[config.mk]
export PLATFORM = sky130hd
export DESIGN_NAME = game_select_ctrl
export DESIGN_NICKNAME = d
export VERILOG_FILES = /design/src/rtl/game_select_ctrl.sv
export SDC_FILE = /design/constraint.sdc
export NUM_CORES = 1
export LEC_CHECK = 0
export BUFFER_PORTS_ARGS = -buffer_cell sky130_fd_sc_hd__buf_2
export CELL_PAD_IN_SITES_DETAIL_PLACEMENT = 0
export CELL_PAD_IN_SITES_GLOBAL_PLACEMENT = 2
export CORE_AREA = 2 2 81 83
export CTS_CLUSTER_DIAMETER = 40
export DETAILED_ROUTE_END_ITERATION = 10
export DIE_AREA = 0 0 83 85
export PLACE_DENSITY_LB_ADDON = 0.1
export REMOVE_ABC_BUFFERS = 1
export SYNTH_ARGS = -nofsm -noshare
export SYNTH_HDL_FRONTEND = slang
export SYNTH_SLANG_ARGS = --single-unit
[constraint.sdc]
create_clock -name clk -period 2.4 [get_ports clk]
set_input_delay 0.48 -clock clk [delete_from_list [all_inputs] [get_ports clk]]
set_output_delay 0.48 -clock clk [all_outputs]
set_load 0.01 [all_outputs]
[src/rtl/game_select_ctrl.sv]
// Game selector: steps through enabled game slots, shows a timed splash of the new
// game number, and routes button pulses only to the active, enabled game.
module game_select_ctrl #(
  parameter int NUM_GAMES     = 4,
  parameter int SEL_W         = 2,
  parameter int NUM_BTNS      = 4,
  parameter int VALUE_W       = 4,
  parameter int SPLASH_CYCLES = 1000000,
  parameter int SPLASH_W      = 24,
  parameter int BLANK_CODE    = 12
) (
  input  logic                          clk,
  input  logic                          reset,
  input  logic                          switch_pulse,
  input  logic [NUM_BTNS-1:0]           btn_pulse,
  input  logic [NUM_GAMES-1:0]          game_en,
  input  logic [NUM_GAMES*VALUE_W-1:0]  game_value,
  output logic [NUM_GAMES*NUM_BTNS-1:0] game_btn,
  output logic [SEL_W-1:0]              game_sel,
  output logic [VALUE_W-1:0]            display_value,
  output logic                          splash_active,
  output logic                          dbg_state
);

  typedef enum logic {S_IDLE, S_SPLASH} state_t;

  localparam logic [SPLASH_W-1:0] SPLASH_LOAD =
    (SPLASH_CYCLES == 0) ? '0 : SPLASH_W'(SPLASH_CYCLES - 1);

  state_t               r_state;
  state_t               w_state_next;
  logic [SEL_W-1:0]     r_game_sel;
  logic [SEL_W-1:0]     w_sel_next;
  logic [SEL_W-1:0]     w_search_sel;
  logic [SPLASH_W-1:0]  r_splash_cnt;
  logic [SPLASH_W-1:0]  w_cnt_next;
  logic                 w_accept;
  logic                 w_sel_en;
  logic [VALUE_W-1:0]   w_sel_value;
  logic                 w_route;

  assign w_accept = switch_pulse & (|game_en);

  // Next enabled slot after the current one: first enabled index above it, otherwise
  // wrap to the lowest enabled index (which is the current slot if it is the only one).
  always_comb begin
    logic [SEL_W-1:0] hi_sel;
    logic [SEL_W-1:0] lo_sel;
    logic             found_hi;
    logic             found_lo;
    hi_sel   = '0;
    lo_sel   = '0;
    found_hi = 1'b0;
    found_lo = 1'b0;
    for (int g = 0; g < NUM_GAMES; g++) begin
      if (game_en[g]) begin
        if (!found_hi && (g > int'(r_game_sel))) begin
          hi_sel   = SEL_W'(g);
          found_hi = 1'b1;
        end
        if (!found_lo) begin
          lo_sel   = SEL_W'(g);
          found_lo = 1'b1;
        end
      end
    end
    if (found_hi)      w_search_sel = hi_sel;
    else if (found_lo) w_search_sel = lo_sel;
    else               w_search_sel = r_game_sel;
  end

  always_comb begin
    w_sel_en    = 1'b0;
    w_sel_value = '0;
    for (int g = 0; g < NUM_GAMES; g++) begin
      if (SEL_W'(g) == r_game_sel) begin
        w_sel_en    = game_en[g];
        w_sel_value = game_value[g*VALUE_W +: VALUE_W];
      end
    end
  end

  always_ff @(posedge clk or posedge reset) begin
    if (reset) begin
      r_state      <= S_IDLE;
      r_game_sel   <= '0;
      r_splash_cnt <= '0;
    end else begin
      r_state      <= w_state_next;
      r_game_sel   <= w_sel_next;
      r_splash_cnt <= w_cnt_next;
    end
  end

  // A switch always wins over the countdown, so a switch during splash reloads it.
  always_comb begin
    w_state_next = r_state;
    w_sel_next   = r_game_sel;
    w_cnt_next   = r_splash_cnt;
    if (w_accept) begin
      w_sel_next = w_search_sel;
      if (SPLASH_CYCLES != 0) begin
        w_state_next = S_SPLASH;
        w_cnt_next   = SPLASH_LOAD;
      end
    end else if (r_state == S_SPLASH) begin
      if (r_splash_cnt == '0) w_state_next = S_IDLE;
      else                    w_cnt_next   = r_splash_cnt - 1'b1;
    end
  end

  assign w_route = (r_state == S_IDLE) & w_sel_en & ~switch_pulse;

  always_comb begin
    game_btn = '0;
    for (int g = 0; g < NUM_GAMES; g++) begin
      if (w_route && (SEL_W'(g) == r_game_sel)) begin
        game_btn[g*NUM_BTNS +: NUM_BTNS] = btn_pulse;
      end
    end
  end

  always_comb begin
    if (r_state == S_SPLASH) display_value = VALUE_W'(r_game_sel);
    else if (w_sel_en)       display_value = w_sel_value;
    else                     display_value = VALUE_W'(BLANK_CODE);
  end

  assign game_sel      = r_game_sel;
  assign splash_active = (r_state == S_SPLASH);
  assign dbg_state     = (r_state == S_SPLASH);

endmodule

==> results.yml, run 1 <==
floorplan:
  initial_core_util_pct: 30.0
  die_area_um2: 7060
  core-area_um2: 6200
  rows: 29
  io_pins: 51
  dieWidth_um: 83
  die_h_um: 85
worst_hold_path:
  hold_path_class: "input port to asynchronous set/reset pin"
synthesis:
  synthTopCellsByArea: "dfrtp_1 36%, mux4_2 4.8%, nor2_1 4.4%"
  yosys.area.top_type: "dfrtp_1"
  netlist.area_leader.share_pct: 36.3
  synth_ff_type: "dfrtp_1"
  synth_edf_count: 0
  synthArstFlopShare_pct: 100
  ys_ff_latch: 27
  synth.distinct_cells: 50
  avgSynthCellArea_um2: 9.11
  yosysSeqAreaShare_pct: 36.3
  syn_area_um2: 1860
  syn_inst: 204
  yosys_warnings: 0
grt:
  grt_util_all_layers_pct: 14.6
  first_global_vias: 1685
  grt_pass1_wl_um: 8500
  grt_antenna_before_repair: 0
  grt_max_degree: 28
  grt_overflow: 0
cts:
  cts_buffers: 3
  cts.sinks: 27
  cts_tree: "built"
  clock_path_buffers: 2
  path_clk_slew_ns: 0.10
  clk_latency_ns: 0.28
  htree_levels: 1
  holdBufCountCts: 0
  cts_root_buf: "clkbuf_8"
pwr:
  power.share.clock_pct: 26.3
  p_switching_uw: 307
  p_per_area_nw_per_um2: 427
  power.leakage_nw: 1.05
  swShare_pct: 29.8
  seqPwrFrac_pct: 46.7
  pwr-share-comb_pct: 27.0
  internal_power_uw: 725
  peakVddDrop_mv: 0.357
placed_design:
  pre_cts_ws_ns: -0.00928
  post-dp-hpwl_um: 3790
  gp_congestion: 0.750
  numPortBuffers: 50
  dp_cells: 341
sta:
  drv_slew: 0
  relSlewSlack_pct: 66.3
  fmax_mhz: 406
  worst_pin_slew_ns: 0.493
  rsz0062_at_grt: "true"
  fin_ws_ns: -0.0607
  fin_skew_ns: 0.00391
  final.period_utilization_pct: 103
  min_period_ns: 2.46
  hold_slack_ns: 0.246
  setup_viol: 8
  hold_viol: 0
critical_path:
  r2r_end: "r_splash_cnt[11]"
  cp_data_arrival_time_ns: 1.98
  r2r-start: "r_splash_cnt[7]"
  reg2regPathDepth: 5
  cp_slowest_stage_delay_ns: 0.43
  cp_cell_sequence: "mux2i_1, mux2_4, or3_4, nor3b_4, and2_1, buf_2"
  path_delay_family: "simple AND/OR/NAND/NOR gates"
  cp_max_fo: 4
  r2r_setup_slack_ns: 0.21
  startpoint_type: "register"
  end_kind: "primary output"
  crit_buf_inv: 1
  critPathLaunch: "game_sel[1]"
  crit_type: "register to primary output"
  crit_required_ns: 1.92
  worstSetupPathDepth: 6
  slowest_stage: "dfrtp_1"
final_layout:
  final_core_util_pct: 39.0
  final_common_cell: "buf_2"
  instances_no_fill: 346
  fin_nets: 299
  areaGrowthSynthToFinish_pct: 30.1
  antenna_cells: 0
  final_cell_mix: "50 x buf_2, 27 x dfrtp_1, 22 x nor2_1, 21 x buf_4, 16 x nand2_1"
  drive_gt1_share_pct: 35.7
flow_run:
  cap_violations: 0
outcome:
  status: "complete, but fails checks"
  violations: "setup timing"
route:
  wire_per_inst_um: 14.4
  dr_total_vias: 1744
  routed_via_density: 5.04
  first_pass_iters: 4
  dr.first_iter.drc_count: 65
  ant_nets: 0
  routed_wl_um: 4990
  drc: 0
-- how the worst max path moves through the flow --
stage / slack [ns] / end
3_5_place_dp: -0.009 / game_btn[11]
6_report: -0.06 / game_btn[8]
4_1_cts: -0.07 / game_btn[4]
3_3_place_gp: 0.02 / game_btn[10]
2_1_floorplan: -0.28 / r_splash_cnt[9]
5_1_grt: -0.18 / game_btn[8]
-- power groups by stage --
stage / sequential, mW / combinational (mW) / clock, mW
floorplan: 0.514 / 0.126 / 0
global placement: 0.492 / 0.264 / 0
detailed placement: 0.492 / 0.262 / 0
CTS: 0.483 / 0.280 / 0.290
global route: 0.485 / 0.314 / 0.306
finish: 0.483 / 0.278 / 0.271
-- metal layers --
| metal | global-route usage (%) | vias up | wire, um |
|---|---|---|---|
| li1 | - | 879 | - |
| met1 | 19.4 | 835 | 2370 |
| met2 | 25.3 | 24 | 2450 |
| met3 | 2.53 | 6 | 112 |
| met4 | 2.68 | 0 | 53 |
| met5 | 0 | - | 0 |
-- logic make-up (layout without fill, tap and decap cells) --
| group | count (synthesis) | count (layout) | synth area share [%] |
|---|---|---|---|
| simple gates | 105 | 105 | 32.0 |
| buf+inv | 13 | 78 | 2.96 |
| flops | 27 | 27 | 36.3 |
| mux | 7 | 7 | 6.53 |
| xor+xnor | 14 | 14 | 6.60 |
| compound gates | 36 | 36 | 14.3 |
| fa+ha+maj | 2 | 2 | 1.35 |
-- worst reg2reg max path, delay by kind of cell (launching register included) --
family | cells | cell delay [ns]
and+or+nand+nor | 3 | 1.34
AOI/OAI and AO/OA | 2 | 0.33
DFF | 1 | 0.40
-- synthesized netlist by cell type (all sizes together), types with 6 or more instances --
cell	n
a21oi	10
and2	13
and3	7
clkbuf	7
dfrtp	27
nand2	16
nand3	7
nor2	22
o21ai	9
or4	6
xnor2	8
xor2	6
-- state kept, by name, indices dropped and copies added, names as in the netlist --
signal and flops:
game_sel 2, dbg_state 1, r_splash_cnt 24
-- repair_timing --
| action | in CTS | in global routing |
|---|---|---|
| setup endpoints to repair | 16 | 18 |
| gates resized for setup | 6 | 3 |
| setup buffers | 1 | 0 |
| cloned | 0 | 0 |
| pin swaps | 3 | 0 |
| endpoints found under the hold margin | 0 | 0 |
-- per-stage QoR --
| stage | power, mW | cell area (um^2) | setup TNS [ns] |
|---|---|---|---|
| finish | 1.03 | 2420 | -0.437 |
| global route | 1.10 | 2420 | -1.95 |
| CTS | 1.05 | 2400 | -0.526 |
| detailed placement | 0.754 | 2320 | -0.0269 |
| global placement | 0.756 | 2320 | 0 |
| floorplan | 0.640 | 1820 | -1.53 |
-- final cells by class --
type | count | area [um^2]
inverters | 3 | 11.3
repair buffers | 71 | 408
multi-input cells | 164 | 1180
clock buffers | 3 | 41.3
flip-flops and latches | 27 | 676
fillers | 655 | 3790
clock inverters | 1 | 5.00
well taps | 77 | 96.3
Note: power is estimated with default switching activity, not from simulation.
==> run 2: changes to the inputs <==
==> constraint.sdc (replaced) <==
create_clock -name clk -period 2.4 [get_ports clk]
set_input_delay 0.36 -clock clk [delete_from_list [all_inputs] [get_ports clk]]
set_output_delay 0.36 -clock clk [all_outputs]
set_load 0.01 [all_outputs]
==> results.yml, run 2 (synthesized netlist as in run 1, its figures left out) <==
outcome:
  status: "complete, no violations"
cts:
  clk_latency_ns: 0.28
  path_clk_slew_ns: 0.10
  cts.sinks: 27
  cts_root_buf: "clkbuf_8"
  clock_path_buffers: 2
  cts_buffers: 3
  htree_levels: 1
  cts_tree: "built"
grt:
  grt_overflow: 0
  grt_max_degree: 28
  grt_antenna_before_repair: 0
  grt_util_all_layers_pct: 14.1
  first_global_vias: 1660
  grt_pass1_wl_um: 8310
sta:
  hold_slack_ns: 0.120
  tns_ns: 0
  setup_viol: 0
  fmax_mhz: 425
  relSlewSlack_pct: 64.6
  final.period_utilization_pct: 98.1
  worst_pin_slew_ns: 0.530
  fin_ws_ns: 0.0455
  drv_slew: 0
  hold_viol: 0
  min_period_ns: 2.35
  fin_skew_ns: 0.0129
  rsz0062_at_grt: "true"
floorplan:
  die_area_um2: 7060
  core-area_um2: 6200
  rows: 29
  dieWidth_um: 83
  die_h_um: 85
  io_pins: 51
  initial_core_util_pct: 30.0
critical_path:
  end_kind: "primary output"
  crit_type: "register to primary output"
  reg2regPathDepth: 5
  crit_required_ns: 2.04
  cp_data_arrival_time_ns: 1.99
  cp_max_fo: 4
  startpoint_type: "register"
final_layout:
  final_core_util_pct: 38.3
  antenna_cells: 0
  multiInputGateArea_um2: 1170
  areaGrowthSynthToFinish_pct: 27.9
  post-route-cell-area_um2: 2380
  final_common_cell: "buf_2"
  top_register: "r_splash_cnt"
  largest_reg_flops: 24
  fin_nets: 295
  drive_gt1_share_pct: 34.0
  instances_no_fill: 342
  fillerInstances: 638
  regArea_um2: 677
  final_cell_mix: "50 x buf_2, 26 x dfrtp_1, 22 x nor2_1, 17 x buf_4, 16 x nand2_1"
pwr:
  power.total_mw: 1.03
  peakVddDrop_mv: 0.198
  p_per_area_nw_per_um2: 431
  power.leakage_nw: 1.03
worst_hold_path:
  hold_path_class: "input port to asynchronous set/reset pin"
flow_run:
  cap_violations: 0
route:
  dr.max_layer_used: "met4"
  routed_wl_um: 4980
  dr.first_iter.drc_count: 60
  ant_nets: 0
  wl_met1_um: 2430
  first_pass_iters: 4
  drc: 0
  wire_per_inst_um: 14.5
  wl_met2_um: 2410
  routed_via_density: 4.95
  dr_total_vias: 1694
  wl_met3_um: 96
placed_design:
  dp_cells: 336
  numPortBuffers: 50
  place_area_um2: 2280
  post-dp-hpwl_um: 3790
  pre_cts_ws_ns: 0.130
  gp_congestion: 0.754
run 2: what timing repair did:
item / 4_1_cts / 5_1_grt
hold buffers: 0 / 0
buffers inserted: 1 / 1
pin swaps: 2 / 3
resized for setup: 6 / 2
setup endpoints to repair: 8 / 9
run 2: final cells by class:
type / count / share of cell area, %
clock buffer: 4 / 1.89
inverter: 3 / 0.473
multi-input combinational: 164 / 49.2
sequential: 27 / 28.5
tap: 77 / 4.05
timing repair buffer: 67 / 15.9
run 2: final timing paths:
check / slack (ns) / to / startpoint
min reg2reg: 0.56 / r_splash_cnt[10] / r_splash_cnt[10]
max in group asynchronous: 1.98 / game_sel[1] / reset
min in group clk: 0.45 / game_sel[1] / switch_pulse
min: 0.12 / r_splash_cnt[2] / reset
max: 0.05 / game_btn[9] / game_sel[1]
max reg2reg: 0.18 / r_splash_cnt[11] / r_splash_cnt[7]
run 2: per-layer routing:
| layer | vias to the layer above | track usage (%) |
|---|---|---|
| li1 | 875 | - |
| met1 | 798 | 19.6 |
| met4 | 0 | 2.24 |
| met3 | 6 | 2.43 |
| met5 | - | 0 |
| met2 | 15 | 23.4 |
run 2: critical path, cell delays in order, from the launching register on:
cell     delay, ns
dfrtp_2       0.45
mux2i_1       0.14
mux2_4        0.28
or3_4         0.37
nor3b_4       0.23
and2_1        0.14
buf_2         0.12
run 2: where the power goes:
group,leakage (nW),switching [mW],internal [mW]
combinational,0.701,0.135,0.136
sequential,0.308,0.0160,0.469
clock,0.0228,0.149,0.119
total,1.03,0.301,0.724
